==> src/rtl/wb_pattern_master.sv <==
// Wishbone burst master that writes seed-derived patterns and read-checks them,
// counting mismatches, so SDRAM traffic is self-checking without a host scoreboard.
module wb_pattern_master #(
    parameter int APP_AW  = 26,
    parameter int APP_DW  = 32,
    parameter int MAX_LEN = 16,
    parameter int TIMEOUT = 1023
) (
    input  logic                      wb_clk_i,
    input  logic                      wb_resetn,
    input  logic                      sdr_init_done,
    input  logic                      cmd_valid,
    output logic                      cmd_ready,
    input  logic                      cmd_write,
    input  logic [APP_AW-1:0]         cmd_addr,
    input  logic [$clog2(MAX_LEN):0]  cmd_len,
    input  logic [APP_DW-1:0]         cmd_seed,
    output logic                      done,
    output logic                      busy,
    output logic                      timeout_err,
    output logic [15:0]               err_cnt,
    output logic [APP_AW-1:0]         first_err_addr,
    output logic                      wb_cyc_o,
    output logic                      wb_stb_o,
    output logic                      wb_we_o,
    output logic [APP_AW-1:0]         wb_addr_o,
    output logic [APP_DW-1:0]         wb_dat_o,
    output logic [APP_DW/8-1:0]       wb_sel_o,
    output logic [2:0]                wb_cti_o,
    input  logic                      wb_ack_i,
    input  logic [APP_DW-1:0]         wb_dat_i
);

    localparam int LW   = $clog2(MAX_LEN) + 1;
    localparam int WW   = (TIMEOUT < 1) ? 1 : $clog2(TIMEOUT + 1);
    localparam int MINW = (APP_AW < APP_DW) ? APP_AW : APP_DW;
    localparam logic [WW-1:0] TO_VAL   = WW'(TIMEOUT);
    localparam logic [2:0]    CTI_INCR = 3'b010;
    localparam logic [2:0]    CTI_EOB  = 3'b111;

    typedef enum logic [1:0] {S_IDLE, S_BUS, S_DONE} state_t;

    state_t              state_q, state_d;
    logic                rdy_q, rdy_d;
    logic                cyc_q, cyc_d;
    logic                we_q, we_d;
    logic [APP_AW-1:0]   addr_q, addr_d;
    logic [APP_DW-1:0]   dat_q, dat_d;
    logic [APP_DW/8-1:0] sel_q, sel_d;
    logic [2:0]          cti_q, cti_d;
    logic                done_q, done_d;
    logic                busy_q, busy_d;
    logic                to_err_q, to_err_d;
    logic [15:0]         err_cnt_q, err_cnt_d;
    logic [APP_AW-1:0]   ferr_q, ferr_d;
    logic [LW-1:0]       k_q, k_d;
    logic [WW-1:0]       wdog_q, wdog_d;

    // Command fields, loaded only on accept.
    logic [APP_DW-1:0]   seed_q;
    logic [LW-1:0]       len_q;
    logic                wr_q;

    logic                accept;
    logic [LW-1:0]       len_eff;
    logic [APP_AW-1:0]   start_addr;
    logic [APP_AW-1:0]   nxt_addr;

    function automatic logic [APP_DW-1:0] pattern(input logic [APP_DW-1:0] seed,
                                                  input logic [APP_AW-1:0] addr);
        logic [APP_DW-1:0] ext;
        ext            = '0;
        ext[MINW-1:0]  = addr[MINW-1:0];
        return seed ^ ext;
    endfunction

    always_comb begin
        state_d    = state_q;
        rdy_d      = 1'b0;
        cyc_d      = 1'b0;
        we_d       = 1'b0;
        addr_d     = '0;
        dat_d      = '0;
        sel_d      = '0;
        cti_d      = 3'b000;
        done_d     = 1'b0;
        to_err_d   = to_err_q;
        err_cnt_d  = err_cnt_q;
        ferr_d     = ferr_q;
        k_d        = k_q;
        wdog_d     = wdog_q;
        accept     = 1'b0;
        nxt_addr   = addr_q + APP_AW'(4);
        start_addr = cmd_addr & ~APP_AW'(3);
        if (cmd_len == '0)
            len_eff = LW'(1);
        else if (cmd_len > LW'(MAX_LEN))
            len_eff = LW'(MAX_LEN);
        else
            len_eff = cmd_len;

        case (state_q)
            S_IDLE: begin
                rdy_d = sdr_init_done;
                if (cmd_valid && rdy_q) begin
                    accept  = 1'b1;
                    state_d = S_BUS;
                    rdy_d   = 1'b0;
                    k_d     = '0;
                    wdog_d  = '0;
                    cyc_d   = 1'b1;
                    we_d    = cmd_write;
                    addr_d  = start_addr;
                    sel_d   = '1;
                    cti_d   = (len_eff == LW'(1)) ? CTI_EOB : CTI_INCR;
                    dat_d   = cmd_write ? pattern(cmd_seed, start_addr) : '0;
                end
            end
            S_BUS: begin
                cyc_d  = 1'b1;
                we_d   = wr_q;
                addr_d = addr_q;
                dat_d  = dat_q;
                sel_d  = sel_q;
                cti_d  = cti_q;
                if (wb_ack_i) begin
                    wdog_d = '0;
                    if (!wr_q && (wb_dat_i != pattern(seed_q, addr_q))) begin
                        if (err_cnt_q != 16'hFFFF)
                            err_cnt_d = err_cnt_q + 16'd1;
                        if (err_cnt_q == 16'd0)
                            ferr_d = addr_q;
                    end
                    if (k_q == len_q - LW'(1)) begin
                        state_d = S_DONE;
                        done_d  = 1'b1;
                    end else begin
                        k_d    = k_q + LW'(1);
                        addr_d = nxt_addr;
                        dat_d  = wr_q ? pattern(seed_q, nxt_addr) : '0;
                        cti_d  = (k_q + LW'(2) == len_q) ? CTI_EOB : CTI_INCR;
                    end
                end else if (wdog_q == TO_VAL) begin
                    // Abandon the remaining beats; a late ack would be ignored.
                    to_err_d = 1'b1;
                    state_d  = S_DONE;
                    done_d   = 1'b1;
                end else begin
                    wdog_d = wdog_q + WW'(1);
                end
                if (state_d == S_DONE) begin
                    cyc_d  = 1'b0;
                    we_d   = 1'b0;
                    addr_d = '0;
                    dat_d  = '0;
                    sel_d  = '0;
                    cti_d  = 3'b000;
                end
            end
            S_DONE: begin
                state_d = S_IDLE;
                rdy_d   = sdr_init_done;
            end
            default: state_d = S_IDLE;
        endcase
        busy_d = (state_d != S_IDLE);
    end

    always_ff @(posedge wb_clk_i or negedge wb_resetn) begin
        if (!wb_resetn) begin
            state_q   <= S_IDLE;
            rdy_q     <= 1'b0;
            cyc_q     <= 1'b0;
            we_q      <= 1'b0;
            addr_q    <= '0;
            dat_q     <= '0;
            sel_q     <= '0;
            cti_q     <= 3'b000;
            done_q    <= 1'b0;
            busy_q    <= 1'b0;
            to_err_q  <= 1'b0;
            err_cnt_q <= '0;
            ferr_q    <= '0;
            k_q       <= '0;
            wdog_q    <= '0;
        end else begin
            state_q   <= state_d;
            rdy_q     <= rdy_d;
            cyc_q     <= cyc_d;
            we_q      <= we_d;
            addr_q    <= addr_d;
            dat_q     <= dat_d;
            sel_q     <= sel_d;
            cti_q     <= cti_d;
            done_q    <= done_d;
            busy_q    <= busy_d;
            to_err_q  <= to_err_d;
            err_cnt_q <= err_cnt_d;
            ferr_q    <= ferr_d;
            k_q       <= k_d;
            wdog_q    <= wdog_d;
        end
    end

    always_ff @(posedge wb_clk_i) begin
        if (accept) begin
            seed_q <= cmd_seed;
            len_q  <= len_eff;
            wr_q   <= cmd_write;
        end
    end

    assign cmd_ready      = rdy_q;
    assign done           = done_q;
    assign busy           = busy_q;
    assign timeout_err    = to_err_q;
    assign err_cnt        = err_cnt_q;
    assign first_err_addr = ferr_q;
    assign wb_cyc_o       = cyc_q;
    assign wb_stb_o       = cyc_q;
    assign wb_we_o        = we_q;
    assign wb_addr_o      = addr_q;
    assign wb_dat_o       = dat_q;
    assign wb_sel_o       = sel_q;
    assign wb_cti_o       = cti_q;

endmodule

==> config.mk <==
export PLATFORM = sky130hd
export DESIGN_NAME = wb_pattern_master
export DESIGN_NICKNAME = d
export VERILOG_FILES = /design/src/rtl/wb_pattern_master.sv
export SDC_FILE = /design/constraint.sdc
export NUM_CORES = 1
export LEC_CHECK = 0
export ABC_CLOCK_PERIOD_IN_PS = 2500
export BUFFER_PORTS_ARGS = -buffer_cell sky130_fd_sc_hd__clkbuf_2
export CORE_MARGIN = 2
export CORE_UTILIZATION = 49
export DETAILED_ROUTE_END_ITERATION = 6
export PLACE_DENSITY = 0.88
export REMOVE_ABC_BUFFERS = 1
export SLEW_MARGIN = 20
export SYNTH_ARGS = -nofsm -noshare
export SYNTH_HDL_FRONTEND = slang
export SYNTH_SLANG_ARGS = --single-unit
export TNS_END_PERCENT = 100
==> constraint.sdc <==
create_clock -name wb_clk_i -period 2.5 [get_ports wb_clk_i]
set_input_delay 0.125 -clock wb_clk_i [delete_from_list [all_inputs] [get_ports wb_clk_i]]
set_output_delay 0.125 -clock wb_clk_i [all_outputs]
set_load 0.02 [all_outputs]
# Word level (Yosys, flattened, before mapping)
# Index checks and enable logic that the tools add are counted.
totals:
  output_inout_bits: 114
  reg_bits: 168
classes:
  muxes: 51
  addsub: 6
  order_cmp: 1
  reduce_logical: 14
  bitwise: 4
  n_eq_ne: 16
op_table:
  columns: ["op", "n"]
  rows:
  - ["32-bit two-way mux", 6]
  - ["26-bit two-way mux", 4]
  - ["32-bit by 26-bit bitwise XOR with 32-bit output", 3]
  - ["32-bit case mux with 2 select lines", 1]
  - ["26-bit case mux with 2 select lines", 1]
  - ["32-bit inequality test", 1]
  - ["10-bit two-way mux", 3]
  - ["26-bit by 3-bit adder with 26-bit output (second input constant)", 1]
  - ["5-bit two-way mux", 5]
  - ["10-bit case mux with 2 select lines", 1]
  - ["3-bit two-way mux", 6]
  - ["16-bit by 1-bit adder with 16-bit output (second input constant)", 1]
  - ["16-bit logical NOT", 1]
  - ["16-bit inequality test (second input constant)", 1]
  - ["4-bit AND reduction", 3]
  - ["10-bit by 1-bit adder with 10-bit output (second input constant)", 1]
  - ["10-bit equality test (second input constant)", 1]
  - ["5-bit equality test", 2]
  - ["1-bit two-way mux", 10]
  - ["2-bit two-way mux", 5]
  - ["5-bit case mux with 2 select lines", 1]
  - ["3-bit inequality test (second input constant)", 3]
  - ["4-bit two-way mux", 2]
  - ["2-bit inequality test (second input constant)", 4]
  - ["19 further kinds", 25]

# Longest topological paths before layout
# Gate-level depths: netlist of the first run.
depth:
  ltp_word: 8
  depth_mapped: 10
  depth_no_buf: 8

# Worst setup path before layout of the first run
# No wires, ideal clock.
synth_timing:
  kind: "reg2reg"
  startpoint: "register state_q[0]"
  endpoint: "register len_q[0], enable pin"
  slack_ns: -0.210
  period_less_slack_ns: 2.710
  arrival_time_ns: 2.293
  path_stages_with_launch: 5
  setup_ns: 0.417
  required_time_ns: 2.083
  path_buffers: 3
  cell_sequence: "dfrtp_1 > clkbuf_1 > nor3_1 > clkbuf_1 > clkbuf_1"
synth_via:
  elab_chain_len: 2
synth_rtl:
  columns: ["element", "line_no", "text"]
  rows:
  - ["start: declaration", "43", "state_t state_q, state_d;"]
  - ["start signal: assignment", "187", "state_q <= state_d;"]
  - ["2-bit logical NOT", "102", "case (state_q)"]
  - ["1-bit two-way mux", "102", null]
  - ["named net accept", "64", "logic accept;"]
  - ["end signal: assignment", "208", "len_q <= len_eff;"]
  - ["end: declaration", "61", "logic [LW-1:0] len_q;"]
# The timed path passes the listed nets, and every way through them passes these cells.
# A chain may end at the register's enable or synchronous reset.

# Worst setup path after layout of the first run
layout_timing:
  startpoint: "register addr_q[19] (netlist: wb_addr_o[19])"
  endpoint: "register ferr_q[7] (netlist: first_err_addr[7])"
layout_via:
  elab_chain_len: 4
layout_rtl:
  columns: ["element", "line_no", "text"]
  rows:
  - ["start: declaration", "47", "logic [APP_AW-1:0] addr_q, addr_d;"]
  - ["start signal: assignment", "191", "addr_q <= addr_d;"]
  - ["32-bit by 26-bit bitwise XOR with 32-bit output", "74", "return seed ^ ext;"]
  - ["32-bit inequality test", "128", "if (!wr_q && (wb_dat_i != pattern(seed_q, addr_q))) begin"]
  - ["1-bit logical AND", "128", null]
  - ["4-bit AND reduction (no line)", null, null]
  - ["end signal: assignment", "199", "ferr_q <= ferr_d;"]
  - ["end: declaration", "55", "logic [APP_AW-1:0] ferr_q, ferr_d;"]
# No other way between the ends.

==> metrics.log, run 1 <==
[metrics] number of vias per cell: roughly 5.8
[metrics] Hold/Removal Path Class: in2reg
[metrics] width of the die: 135 um
[metrics] CTS tree: done
[metrics] final hold viol count: 0
[metrics] CTS root buffer: sky130_fd_sc_hd__clkbuf_16
[metrics] antenna viol nets, final: 0
[metrics] nets@finish: 1135
[metrics] Worst Tran Pin Value: 740 ps
[metrics] critical path's most frequent cell: sky130_fd_sc_hd__nand4_1
[metrics] number of DRC markers after the initial detailed-route iteration: 570
[metrics] fraction of final layout cells with drive strength greater than 1: 32.3%
[metrics] Max Root-Sink Buffers: 2
[metrics] type of origin of the critical path: register
[metrics] Pre-Repair DR Iteration Count: 5
[metrics] final setup violation count: 0
[metrics] core region area: 17100 sq um
[metrics] number of enable flip-flop cells after synthesis: 38
[metrics] type of the worst setup path: reg2reg
[metrics] most common library cells after synthesis: sky130_fd_sc_hd__dfrtp_1 (122), sky130_fd_sc_hd__xnor2_1 (84), sky130_fd_sc_hd__o21ai_0 (46)
[metrics] Layout Skew: 10.3 ps
[metrics] multi-input logic area: 4040 sq um
[metrics] total overflow reported by the global router: 0
[metrics] cell type with the highest aggregate area in the netlist: sky130_fd_sc_hd__dfrtp_1
[metrics] total routing usage reported by global routing: 29.3%
[metrics] Crit Path Max Fanout: 24
[metrics] Max Clk Rate: just over 0.4 GHz
[metrics] Data arrival, critical path: 2750 ps
[metrics] final slew viol count: 0
[metrics] IO buf count: 208
[metrics] number of register bits inferred by synthesis: 160
[metrics] worst supply voltage drop on vdd: approximately 0.64 mV
[metrics] Area Growth Syn to Fin: 31.4%
[metrics] initial antenna violation count: 1
[metrics] final std cells w/o fill: 1266
[metrics] RSZ-0062 raised after global routing: false
[metrics] total number of yosys warnings: 0
[metrics] primary flip-flop cell chosen by synthesis mapping: sky130_fd_sc_hd__dfrtp_1
[metrics] sequential cell area in the final layout: 4190 sq um
[metrics] synthesized netlist cell count: 750
[metrics] Synth area leaders: sky130_fd_sc_hd__dfrtp_1 (36%), sky130_fd_sc_hd__edfxtp_1 (13%), sky130_fd_sc_hd__xnor2_1 (8.7%)
[metrics] worst max-slew margin expressed relative to the limit: 50.6%
[metrics] Buffers & Inverters on Critical Path: 1
[metrics] global-route wire length before repair: 40800 um
[metrics] DRC violations left: 0
[metrics] result of the run: finished clean
[metrics] num ports: 215
[metrics] average wire per cell in the routed design: 20.5 um
[metrics] total number of H-tree levels: 4
[metrics] share of flip-flops with an asynchronous set or reset: 76.3%
[metrics] fill cell instance count of the final layout: roughly 1.3k
[metrics] Die Span Y: roughly 140 um
[metrics] Pwr Density: 900 nW/um^2
[metrics] largest delay contributor family on the critical path: simple AND/OR/NAND/NOR gates
[metrics] clock tree sinks: 160
[metrics] worst-path cell chain: xnor3_1 > nand4_1 > nor3_1 > nand4_1 > nand3_2 > buf_12 > mux2_2
[metrics] Post-Synthesis Mean Instance Area: around 11 sq um
[metrics] share of the cycle needed by the critical path after routing: about 100%
[metrics] critical-path cell with the highest stage delay: sky130_fd_sc_hd__xnor3_1
[metrics] P_leak: 0.00517 uW
[metrics] most used standard cell by instance count after synthesis: sky130_fd_sc_hd__dfrtp_1
[metrics] CTS clk-pin slew, worst paths: 60 ps
[metrics] delay contributed by the slowest stage of the critical path: 420 ps
[metrics] DR vias: 7393
[metrics] maximum capacitance violations: 0
[metrics] number of placed instances with taps included: around 1.2k
[metrics] pin count of the biggest net entering global routing: 73
[metrics] Data required, critical path: around 2800 ps
[metrics] overall die area: 18300 sq um
[metrics] vias in the first global route: roughly 7.5k
[metrics] Seq/Total Area, Yosys: approximately half
[metrics] element type at the critical path end: register
[metrics] starting utilization of the core area: 49.5%
[metrics] time the worst path needs with I/O delays and setup: 2440 ps
[metrics] detailed-placement wirelength estimate: 17600 um
[metrics] total number of placement rows: 48
[metrics] top cell type's share of synthesized area: 36.1%
[metrics] source-to-sink clock delay at the later pin of the worst-skew pair: 430 ps
[metrics] area of the mapped netlist: 8470 sq um
[metrics] TritonCTS Buffers: 17
[metrics] Unique masters post-synth: 61
[metrics] RD Place Congestion: around 0.87
[metrics] Post-Route WL: about 26000 um
[metrics] setup TNS after final layout: 0 ps
-- power breakdown --
group	internal (uW)	switching, uW	total, uW
Sequential	3200	433	3630
Combinational	1550	2220	3770
Clock	1540	1080	2620
Total	6280	3730	10000
-- layer usage --
layer | GRT usage (%) | vias to the layer above | wire length, um
met5 | 0 | - | 0
met4 | 11.9 | 0 | 991
met3 | 7.18 | 81 | 2130
met2 | 47.7 | 438 | 12500
met1 | 37.7 | 3579 | 10300
li1 | - | 3295 | -
-- layout make-up --
type,count,area share (%)
diodes,2,0.0450
clock buffers,23,4.59
repair buffers,308,17.6
flip-flops and latches,160,37.7
inverters,14,0.472
clock inverters,8,0.664
multi-input cells,526,36.3
well taps,225,2.53
-- worst register-to-register path: stages, from the launching register on --
cell,delay (ps)
sky130_fd_sc_hd__dfrtp_1,380
sky130_fd_sc_hd__xnor3_1,420
sky130_fd_sc_hd__nand4_1,150
sky130_fd_sc_hd__nor3_1,360
sky130_fd_sc_hd__nand4_1,250
sky130_fd_sc_hd__nand3_2,150
sky130_fd_sc_hd__buf_12,200
sky130_fd_sc_hd__mux2_2,400
-- kinds of logic (layout without fill, tap and decap cells) --
group | after synthesis | after routing | share of synthesized area [%]
AOI/OAI and AO/OA | 163 | 163 | 13.4
xor gates and xnor gates | 136 | 136 | 17.1
buffers and inverters | 67 | 353 | 3.61
other | 1 | 6 | 0.0443
DFF | 160 | 160 | 49.5
and+or+nand+nor | 189 | 189 | 11.6
adders and majority gates | 7 | 7 | 1.03
muxes | 27 | 27 | 3.59
-- state kept, by name (all words and copies together), names as in the netlist --
register / count
cmd_ready: 1
wdog_q: 10
wb_we_o: 1
wb_sel_o: 1
wb_dat_o: 32
timeout_err: 1
wb_cti_o: 2
wr_q: 1
k_q: 5
err_cnt: 16
state_q: 2
wb_addr_o: 24
first_err_addr: 24
len_q: 5
done: 1
busy: 1
wb_cyc_o: 1
seed_q: 32
-- worst paths after layout --
path,start,end,slack [ps],cells after the start
setup / recovery,wb_addr_o[19]$_DFFE_PN0P_,first_err_addr[7]$_DFFE_PN0P_,60,7
hold / removal,cmd_len[2],len_q[2]$_DFFE_PP_,10,2
setup reg to reg,wb_addr_o[19]$_DFFE_PN0P_,first_err_addr[7]$_DFFE_PN0P_,60,7
hold reg to reg,first_err_addr[16]$_DFFE_PN0P_,first_err_addr[16]$_DFFE_PN0P_,490,1
max in group asynchronous,wb_resetn,wb_dat_o[29]$_DFFE_PN0P_,1480,3
min in group asynchronous,wb_resetn,wdog_q[2]$_DFFE_PN0P_,300,2
-- repair_timing --
item / CTS / global route
hold buffers: 41 / 0
pin swaps: 0 / 2
setup endpoints to repair: 8 / 24
setup buffers: 0 / 0
resized for setup: 1 / 5
hold endpoints to repair: 110 / 0
-- per-stage QoR --
stage	hold slack (ps)	cell area [sq um]	util, %	setup WS, ps	power, uW
final	13.4	11100	65.0	61.9	10000
after global routing	14.8	11100	65.0	0.561	10500
after CTS	0.163	11100	64.8	71.9	9980
after detailed placement	211	10100	59.0	-23.8	7310
after global placement	209	10100	59.0	69.0	7180
after floorplan	-171	8220	-	-4380	5740
-- layout by cell type (no fill, tap or decap), drive strengths merged, types with 12 or more instances in the layout --
cell / n
clkbuf: 230
dfrtp: 122
xnor2: 85
buf: 60
o21ai: 46
nand2: 44
a22o: 43
dlygate4sd3: 41
edfxtp: 38
xor2: 33
nor2: 30
nand3: 27
mux2: 27
nand4: 24
xnor3: 18
o22ai: 17
inv: 17
nor3: 16
a21oi: 14
and3: 14
a22oi: 12
No activity file was read; power rests on OpenSTA's default activity.
==> inputs of run 2 (changes only) <==
Settings changed: BUFFER_PORTS_ARGS -buffer_cell sky130_fd_sc_hd__clkbuf_2 to default, CORE_UTILIZATION 49 to 55, DONT_BUFFER_PORTS from default to 1, PLACE_DENSITY 0.88 to 0.83.
==> metrics.log, run 2 (synthesis results as in run 1) <==
[metrics] fraction of final layout cells with drive strength greater than 1: 15.8% (-17 points)
[metrics] total routing usage reported by global routing: 31.5% (+2.3 points)
[metrics] DR vias: 7006 (-5.2%)
[metrics] Post-Route WL: 26000 um (+0.53%)
[metrics] Hold/Removal Path Class: in2async
[metrics] Buffers & Inverters on Critical Path: 2 (+1)
[metrics] final setup violation count: 0 (unchanged)
[metrics] type of the worst setup path: reg2reg
[metrics] RD Place Congestion: 0.912 (+4.5%)
[metrics] Die Span Y: 128 um (-5.4%)
[metrics] vias in the first global route: 7178 (-4.8%)
[metrics] result of the run: finished with violations
[metrics] final hold viol count: 122 (+122)
[metrics] detailed-placement wirelength estimate: 16800 um (-4.2%)
[metrics] r2r endpoint: first_err_addr[18]$_DFFE_PN0P_
[metrics] clock tree sinks: 160 (unchanged)
[metrics] largest delay contributor family on the critical path: simple AND/OR/NAND/NOR gates
[metrics] TritonCTS Buffers: 17 (unchanged)
[metrics] # hold bufs at CTS: 66 (+61%)
[metrics] initial antenna violation count: 0 (-1)
[metrics] Max Root-Sink Buffers: 2 (unchanged)
[metrics] total number of placement rows: 45 (-6.3%)
[metrics] overall die area: 16400 sq um (-11%)
[metrics] P_leak: 0.00440 uW (-15%)
[metrics] Data arrival, critical path: 2810 ps (+60 ps)
[metrics] total number of H-tree levels: 4 (unchanged)
[metrics] critical path's most frequent cell: sky130_fd_sc_hd__nand4_1
[metrics] Crit Path Max Fanout: 12 (-50%)
[metrics] Final Hold Slack: -614 ps (-627 ps)
[metrics] width of the die: 128 um (-5.4%)
[metrics] number of placed instances with taps included: 944 (-21%)
[metrics] Data required, critical path: 2820 ps (about the same)
[metrics] Reg2Reg Depth: 8 (+1)
[metrics] Area Growth Syn to Fin: 22.7%
[metrics] final std cells w/o fill: 1044 (-18%)
[metrics] Worst Tran Pin Value: 742 ps (+1.21 ps)
[metrics] element type at the critical path end: register
[metrics] source-to-sink clock delay at the later pin of the worst-skew pair: 430 ps (about the same)
[metrics] sequential cell area in the final layout: 4190 sq um (unchanged)
[metrics] Max Clk Rate: 0.401 GHz (-2.3%)
[metrics] average wire per cell in the routed design: 24.9 um (+22%)
[metrics] worst supply voltage drop on vdd: 0.648 mV (+1.1%)
[metrics] pin count of the biggest net entering global routing: 123 (+68%)
[metrics] Net Switching: 3610 uW (-3.2%)
[metrics] r2r setup slk: 6 ps (-60 ps)
[metrics] IO buf count: 0 (-100%)
[metrics] most used cells in the layout excluding fill and tap cells: sky130_fd_sc_hd__dfrtp_1 (122), sky130_fd_sc_hd__xnor2_1 (84), sky130_fd_sc_hd__dlygate4sd3_1 (66)
[metrics] DRC violations left: 0 (unchanged)
[metrics] Post-Route Utilization: 68.6% (+3.6 points)
[metrics] CTS clk-pin slew, worst paths: 60 ps (about the same)
[metrics] fill cell instance count of the final layout: 1029 (-20%)
[metrics] Cell Int Power: 6120 uW (-2.6%)
[metrics] combinational cell fraction of total power: 29.2% (-8.4 points)
[metrics] commonest non-fill, non-tap cell in the layout: sky130_fd_sc_hd__dfrtp_1
[metrics] switching portion of total power: 37.1% (-0.15 points)
[metrics] starting utilization of the core area: 55.9% (+6.4 points)
[metrics] final slew viol count: 0 (unchanged)
[metrics] global-route wire length before repair: 39300 um (-3.7%)
[metrics] Layout Skew: 11.7 ps (+1.42 ps)
[metrics] time the worst path needs with I/O delays and setup: 2490 ps (+56.2 ps)
[metrics] maximum capacitance violations: 0 (unchanged)
[metrics] sequential share of power: 42.8% (+6.6 points)
[metrics] worst-path cell chain: xnor3_1 > nand4_1 > nor4_2 > nand4_1 > buf_4 > nand3_4 > clkbuf_16 > mux2_2
[metrics] Pre-Repair DR Iteration Count: 7 (+2)
[metrics] number of DRC markers after the initial detailed-route iteration: 963 (+69%)
[metrics] RSZ-0062 raised after global routing: false
[metrics] number of vias per cell: 6.71 (+15%)
[metrics] Antenna Diode Count: 0 (-2)
[metrics] Pwr Density: 937 nW/um^2 (+4.0%)
[metrics] critical-path cell with the highest stage delay: sky130_fd_sc_hd__xnor3_1
[metrics] total power: 9730 uW (-2.8%)
[metrics] delay contributed by the slowest stage of the critical path: 470 ps (+50 ps)
[metrics] share of the cycle needed by the critical path after routing: 99.8% (+2.2 points)
[metrics] core region area: 15100 sq um (-12%)
[metrics] type of origin of the critical path: register
[metrics] nets@finish: 951 (-16%)
[metrics] CTS root buffer: sky130_fd_sc_hd__clkbuf_16
[metrics] violated checks: negative hold slack
[metrics] worst max-slew margin expressed relative to the limit: 50.6% (-0.081 points)
[metrics] num ports: 215 (unchanged)
[metrics] reg-to-reg critical path startpoint: wb_addr_o[22]$_DFFE_PN0P_
[metrics] multi-input logic area: 4080 sq um (+0.93%)
[metrics] antenna viol nets, final: 0 (unchanged)
[metrics] CTS tree: done
[metrics] total overflow reported by the global router: 0 (unchanged)
[metrics] Clk pwr share: 28.0% (+1.9 points)
## run 2: cell type report
| type | instances | area share (%) |
|---|---|---|
| tap | 188 | 2.26 |
| clock inverter | 10 | 1.16 |
| inverter | 14 | 0.506 |
| timing repair buffer | 124 | 11.6 |
| sequential | 160 | 40.4 |
| multi-input combinational | 526 | 39.3 |
| clock buffer | 22 | 4.88 |
## run 2: what timing repair did
item / CTS / global route
pin swaps: 0 / 1
endpoints found under the setup margin: 17 / 68
buffers inserted: 0 / 1
gates cloned: 0 / 1
gates resized for setup: 1 / 13
endpoints found under the hold margin: 200 / 122
## run 2: worst max-delay path by stage
stage | start | cells past startpoint | end
2_1_floorplan | cmd_ready$_DFF_PN0_ | 5 | wb_dat_o[10]$_DFFE_PN0P_
3_3_place_gp | wb_addr_o[2]$_DFFE_PN0P_ | 9 | wb_addr_o[24]$_DFFE_PN0P_
3_5_place_dp | len_q[0]$_DFFE_PP_ | 8 | wb_dat_o[28]$_DFFE_PN0P_
4_1_cts | len_q[0]$_DFFE_PP_ | 8 | wb_dat_o[28]$_DFFE_PN0P_
5_1_grt | wb_addr_o[22]$_DFFE_PN0P_ | 8 | first_err_addr[6]$_DFFE_PN0P_
6_report | wb_addr_o[22]$_DFFE_PN0P_ | 8 | first_err_addr[18]$_DFFE_PN0P_
## run 2: metal layers
metal | up-vias | GRT usage [%] | wire [um]
li1 | 2918 | - | -
met1 | 3474 | 39.3 | 9470
met2 | 494 | 50.5 | 12200
met3 | 120 | 8.01 | 2840
met4 | 0 | 17.6 | 1480
met5 | - | 0 | 0
## run 2: per-stage QoR
stage,TNS (ps),area (sq um),hold WS (ps),worst slack [ps]
final,0,10400,-614,5.68
after global routing,0,10400,-629,0.0786
after CTS,0,10300,-624,0.645
after detailed placement,-1160,9010,-168,-97.6
after global placement,0,9010,-168,80.3
after floorplan,-383570,8220,-171,-4380
## run 2: power by group through the flow
stage | Sequential [uW] | Clock (uW) | Combinational [uW]
3_3_place_gp | 4160 | 0 | 2490
4_1_cts | 4150 | 2740 | 2710
2_1_floorplan | 4220 | 0 | 1520
6_report | 4160 | 2730 | 2840
5_1_grt | 4220 | 2850 | 3020
3_5_place_dp | 4190 | 0 | 2590
==> inputs of run 3 (changes only) <==
Settings changed: ABC_AREA from default to 1.
==> metrics.log, run 3 <==
[metrics] result of the run: finished with violations
[metrics] violated checks: negative hold slack
[metrics] reg-to-reg critical path startpoint: len_q[0]$_DFFE_PP_
[metrics] clock tree sinks: 160 (unchanged)
[metrics] synthesized netlist cell count: 1310 (+75%)
[metrics] Crit Path Max Fanout: 12 (unchanged)
[metrics] Critical Path Start: len_q[0]$_DFFE_PP_
[metrics] area of the mapped netlist: 9830 sq um (+16%)
[metrics] average wire per cell in the routed design: 17.7 um (-29%)
[metrics] initial antenna violation count: 2 (+2)
[metrics] CTS root buffer: sky130_fd_sc_hd__clkbuf_16
[metrics] DR vias: 8956 (+28%)
[metrics] Area after DPL: 10100 sq um (+12%)
[metrics] width of the die: 138 um (+7.5%)
[metrics] CTS tree: done
[metrics] total power: 9670 uW (-0.63%)
[metrics] switching portion of total power: 40.4% (+3.3 points)
[metrics] pin count of the biggest net entering global routing: 123 (unchanged)
[metrics] Pre-Repair DR Iteration Count: 7 (unchanged)
[metrics] total routing usage reported by global routing: 30.8% (-0.73 points)
[metrics] Worst Tran Pin Value: 738 ps (-3.89 ps)
[metrics] most common library cells after synthesis: sky130_fd_sc_hd__nand2_1 (546), sky130_fd_sc_hd__dfrtp_1 (122), sky130_fd_sc_hd__inv_1 (112)
[metrics] share of flip-flops with an asynchronous set or reset: 76.3% (unchanged)
[metrics] final setup violation count: 0 (unchanged)
[metrics] number of vias per cell: 5.55 (-17%)
[metrics] Seq/Total Area, Yosys: 42.7% (-6.9 points)
[metrics] combinational cell fraction of total power: 28.2% (-1.0 points)
[metrics] nets@finish: 1483 (+56%)
[metrics] element type at the critical path end: register
[metrics] detailed-placement wirelength estimate: 19200 um (+14%)
[metrics] number of enable flip-flop cells after synthesis: 38 (unchanged)
[metrics] RSZ-0062 raised after global routing: false
[metrics] cells resized by post-CTS repair: 0 (-1)
[metrics] Data arrival, critical path: 2590 ps (-220 ps)
[metrics] total non-filler cell area in the finished layout: 11400 sq um (+9.5%)
[metrics] setup TNS after final layout: 0 ps (unchanged)
[metrics] Reg2Reg Depth: 13 (+5)
[metrics] Pwr Density: 851 nW/um^2 (-9.2%)
[metrics] combinational family with the most area after synthesis: simple AND/OR/NAND/NOR gates
[metrics] # hold bufs at CTS: 65 (-1.5%)
[metrics] time the worst path needs with I/O delays and setup: 2220 ps (-272 ps)
[metrics] most used cells in the layout excluding fill and tap cells: sky130_fd_sc_hd__nand2_1 (545), sky130_fd_sc_hd__dfrtp_1 (122), sky130_fd_sc_hd__inv_1 (112)
[metrics] Max Clk Rate: 0.450 GHz (+12%)
[metrics] xor-xnor portion of the synthesized cell area: 9.36% (-7.7 points)
[metrics] Post-Route WL: 28600 um (+9.9%)
[metrics] end point of the critical path: wb_dat_o[23]$_DFFE_PN0P_
[metrics] DRC violations left: 0 (unchanged)
[metrics] total number of yosys warnings: 0 (unchanged)
[metrics] multiplexer area fraction after synthesis: 0% (-3.6 points)
[metrics] fraction of final layout cells with drive strength greater than 1: 7.42% (-8.4 points)
[metrics] source-to-sink clock delay at the later pin of the worst-skew pair: 430 ps (about the same)
[metrics] Cell Int Power: 5760 uW (-5.8%)
[metrics] starting utilization of the core area: 56.6% (+0.74 points)
[metrics] r2r setup slk: 280 ps (+270 ps)
[metrics] Clk pwr share: 27.6% (-0.4 points)
[metrics] CTS clk-pin slew, worst paths: 70 ps (about the same)
[metrics] Layout Skew: 8.46 ps (-3.26 ps)
[metrics] Max Root-Sink Buffers: 2 (unchanged)
[metrics] overall die area: 19000 sq um (+16%)
[metrics] primary flip-flop cell chosen by synthesis mapping: sky130_fd_sc_hd__dfrtp_1
[metrics] Unique masters post-synth: 41 (-33%)
[metrics] num ports: 215 (unchanged)
[metrics] commonest non-fill, non-tap cell in the layout: sky130_fd_sc_hd__nand2_1
[metrics] antenna viol nets, final: 0 (unchanged)
[metrics] final slew viol count: 0 (unchanged)
[metrics] Net Switching: 3910 uW (+8.2%)
[metrics] TritonCTS Buffers: 17 (unchanged)
[metrics] worst-path cell chain: inv_1 > ha_1 > nand2_1 > nor2_1 > nand2_1 > nand2_1 > nor2_1 > nand3_1 > nand4_2 > buf_12 > o21bai_1 > nand2_1 > nand2_1
[metrics] total number of placement rows: 48 (+6.7%)
[metrics] worst max-slew margin expressed relative to the limit: 50.8% (+0.26 points)
[metrics] top cell type's share of synthesized area: 31.1% (-5.0 points)
[metrics] total setup buffers inserted after CTS: 0 (unchanged)
[metrics] Die Span Y: 138 um (+7.5%)
[metrics] global-route wire length before repair: 44700 um (+14%)
[metrics] r2r endpoint: wb_dat_o[23]$_DFFE_PN0P_
[metrics] total overflow reported by the global router: 0 (unchanged)
[metrics] vias in the first global route: 8913 (+24%)
[metrics] Synth area leaders: sky130_fd_sc_hd__dfrtp_1 (31%), sky130_fd_sc_hd__nand2_1 (21%), sky130_fd_sc_hd__edfxtp_1 (12%)
[metrics] core region area: 17400 sq um (+15%)
[metrics] Final Hold Slack: -615 ps (-0.432 ps)
[metrics] share of the cycle needed by the critical path after routing: 88.9% (-11 points)
[metrics] synthesized-area fraction occupied by ao, oa, aoi and oai cells: 4.02% (-9.4 points)
[metrics] adder-cell area share of the yosys netlist: 0.891% (-0.14 points)
[metrics] final hold viol count: 122 (unchanged)
[metrics] maximum capacitance violations: 0 (unchanged)
[metrics] total number of H-tree levels: 4 (unchanged)
[metrics] type of origin of the critical path: register
[metrics] number of register bits inferred by synthesis: 160 (unchanged)
[metrics] Hold/Removal Path Class: in2async
[metrics] IO buf count: 0 (unchanged)
[metrics] type of the worst setup path: reg2reg
[metrics] worst supply voltage drop on vdd: 0.580 mV (-10%)
[metrics] RD Place Congestion: 0.898 (-1.5%)
[metrics] cell type with the highest aggregate area in the netlist: sky130_fd_sc_hd__dfrtp_1
[metrics] P_leak: 0.00562 uW (+28%)
[metrics] simple-gate portion of the synthesized area: 34.6% (+23 points)
[metrics] most used standard cell by instance count after synthesis: sky130_fd_sc_hd__nand2_1
[metrics] Post-Synthesis Mean Instance Area: 7.50 sq um (-34%)
[metrics] critical-path cell with the highest stage delay: sky130_fd_sc_hd__edfxtp_1
[metrics] Area Growth Syn to Fin: 15.7%
[metrics] critical path's most frequent cell: sky130_fd_sc_hd__nand2_1
[metrics] delay contributed by the slowest stage of the critical path: 410 ps (-60 ps)
[metrics] number of DRC markers after the initial detailed-route iteration: 718 (-25%)
[metrics] Data required, critical path: 2870 ps (+50 ps)
[metrics] sequential share of power: 44.2% (+1.4 points)
-- run 3: cell types whose count changed in the layout (fill, tap and decap cells not counted), sizes merged, moves of 27 or more --
cell | previous run | this run
nor2 | 30 | 74
mux2 | 27 | 0
nand4 | 24 | 70
nand2 | 44 | 548
inv | 16 | 114
a22o | 43 | 0
nand3 | 27 | 55
xnor2 | 85 | 42
xor2 | 33 | 63
-- run 3: stage by stage --
step / cells / setup WS [ps] / utilization (%)
global placement: 1516 / 344 / 58.3
detailed placement: 1516 / 303 / 58.3
finish: 1614 / 277 / 65.5
floorplan: 1242 / -2540 / -
global route: 1614 / 49.5 / 65.5
CTS: 1613 / 270 / 65.5
-- run 3: cells by family (layout without fill, tap and decap cells) --
family / after synthesis / count (layout)
other: 1 / 5
AO/OA/AOI/OAI: 65 / 65
flip-flops: 160 / 160
AND/OR/NAND/NOR: 788 / 788
XOR/XNOR: 105 / 105
buffers and inverters: 184 / 259
adder cells (fa/ha/maj): 7 / 7
-- run 3: worst max-delay path: cells and delay by family (launching register included) --
| kind | cells | cell delay (ps) |
|---|---|---|
| adders and majority gates | 1 | 220 |
| buffers and inverters | 2 | 410 |
| AOI/OAI and AO/OA | 1 | 160 |
| DFF | 1 | 410 |
| and+or+nand+nor | 9 | 960 |
-- run 3: power by group through the flow --
stage               sequential (uW)  combinational (uW)  clock, uW
global placement               4290                2490          0
floorplan                      4280                1570          0
finish                         4270                2730       2670
CTS                            4260                2710       2690
global route                   4350                3030       2800
detailed placement             4300                2580          0
-- run 3: area by class of cell --
type,count,area [sq um]
antenna,1,2.50
clock buffer,17,425
clock inverter,15,169
fill,1437,5980
inverter,113,424
multi-input combinational,969,4830
sequential,160,4190
tap,225,282
timing repair buffer,114,1040
-- run 3: worst min-delay path by stage --
stage              start                       end  slack, ps  cells past startpoint
2_1_floorplan  wb_resetn            busy$_DFF_PN0_       -170                      0
6_report       wb_resetn  wb_dat_o[17]$_DFFE_PN0P_       -610                      0
4_1_cts        wb_resetn  wb_dat_o[17]$_DFFE_PN0P_       -630                      0
3_5_place_dp   wb_resetn  wb_dat_o[17]$_DFFE_PN0P_       -170                      0
5_1_grt        wb_resetn  wb_dat_o[17]$_DFFE_PN0P_       -630                      0
3_3_place_gp   wb_resetn  wb_dat_o[17]$_DFFE_PN0P_       -170                      0
-- run 3: metal layers --
| layer | part of all wire [%] | global-route usage [%] | wire length, um | vias to the layer above |
|---|---|---|---|---|
| met5 | 0.045 | 0 | 13 | - |
| met3 | 8.9 | 7.40 | 2550 | 59 |
| met4 | 2.5 | 12.4 | 728 | 2 |
| met2 | 48 | 52.8 | 13800 | 387 |
| li1 | - | - | - | 4268 |
| met1 | 40 | 37.3 | 11500 | 4240 |
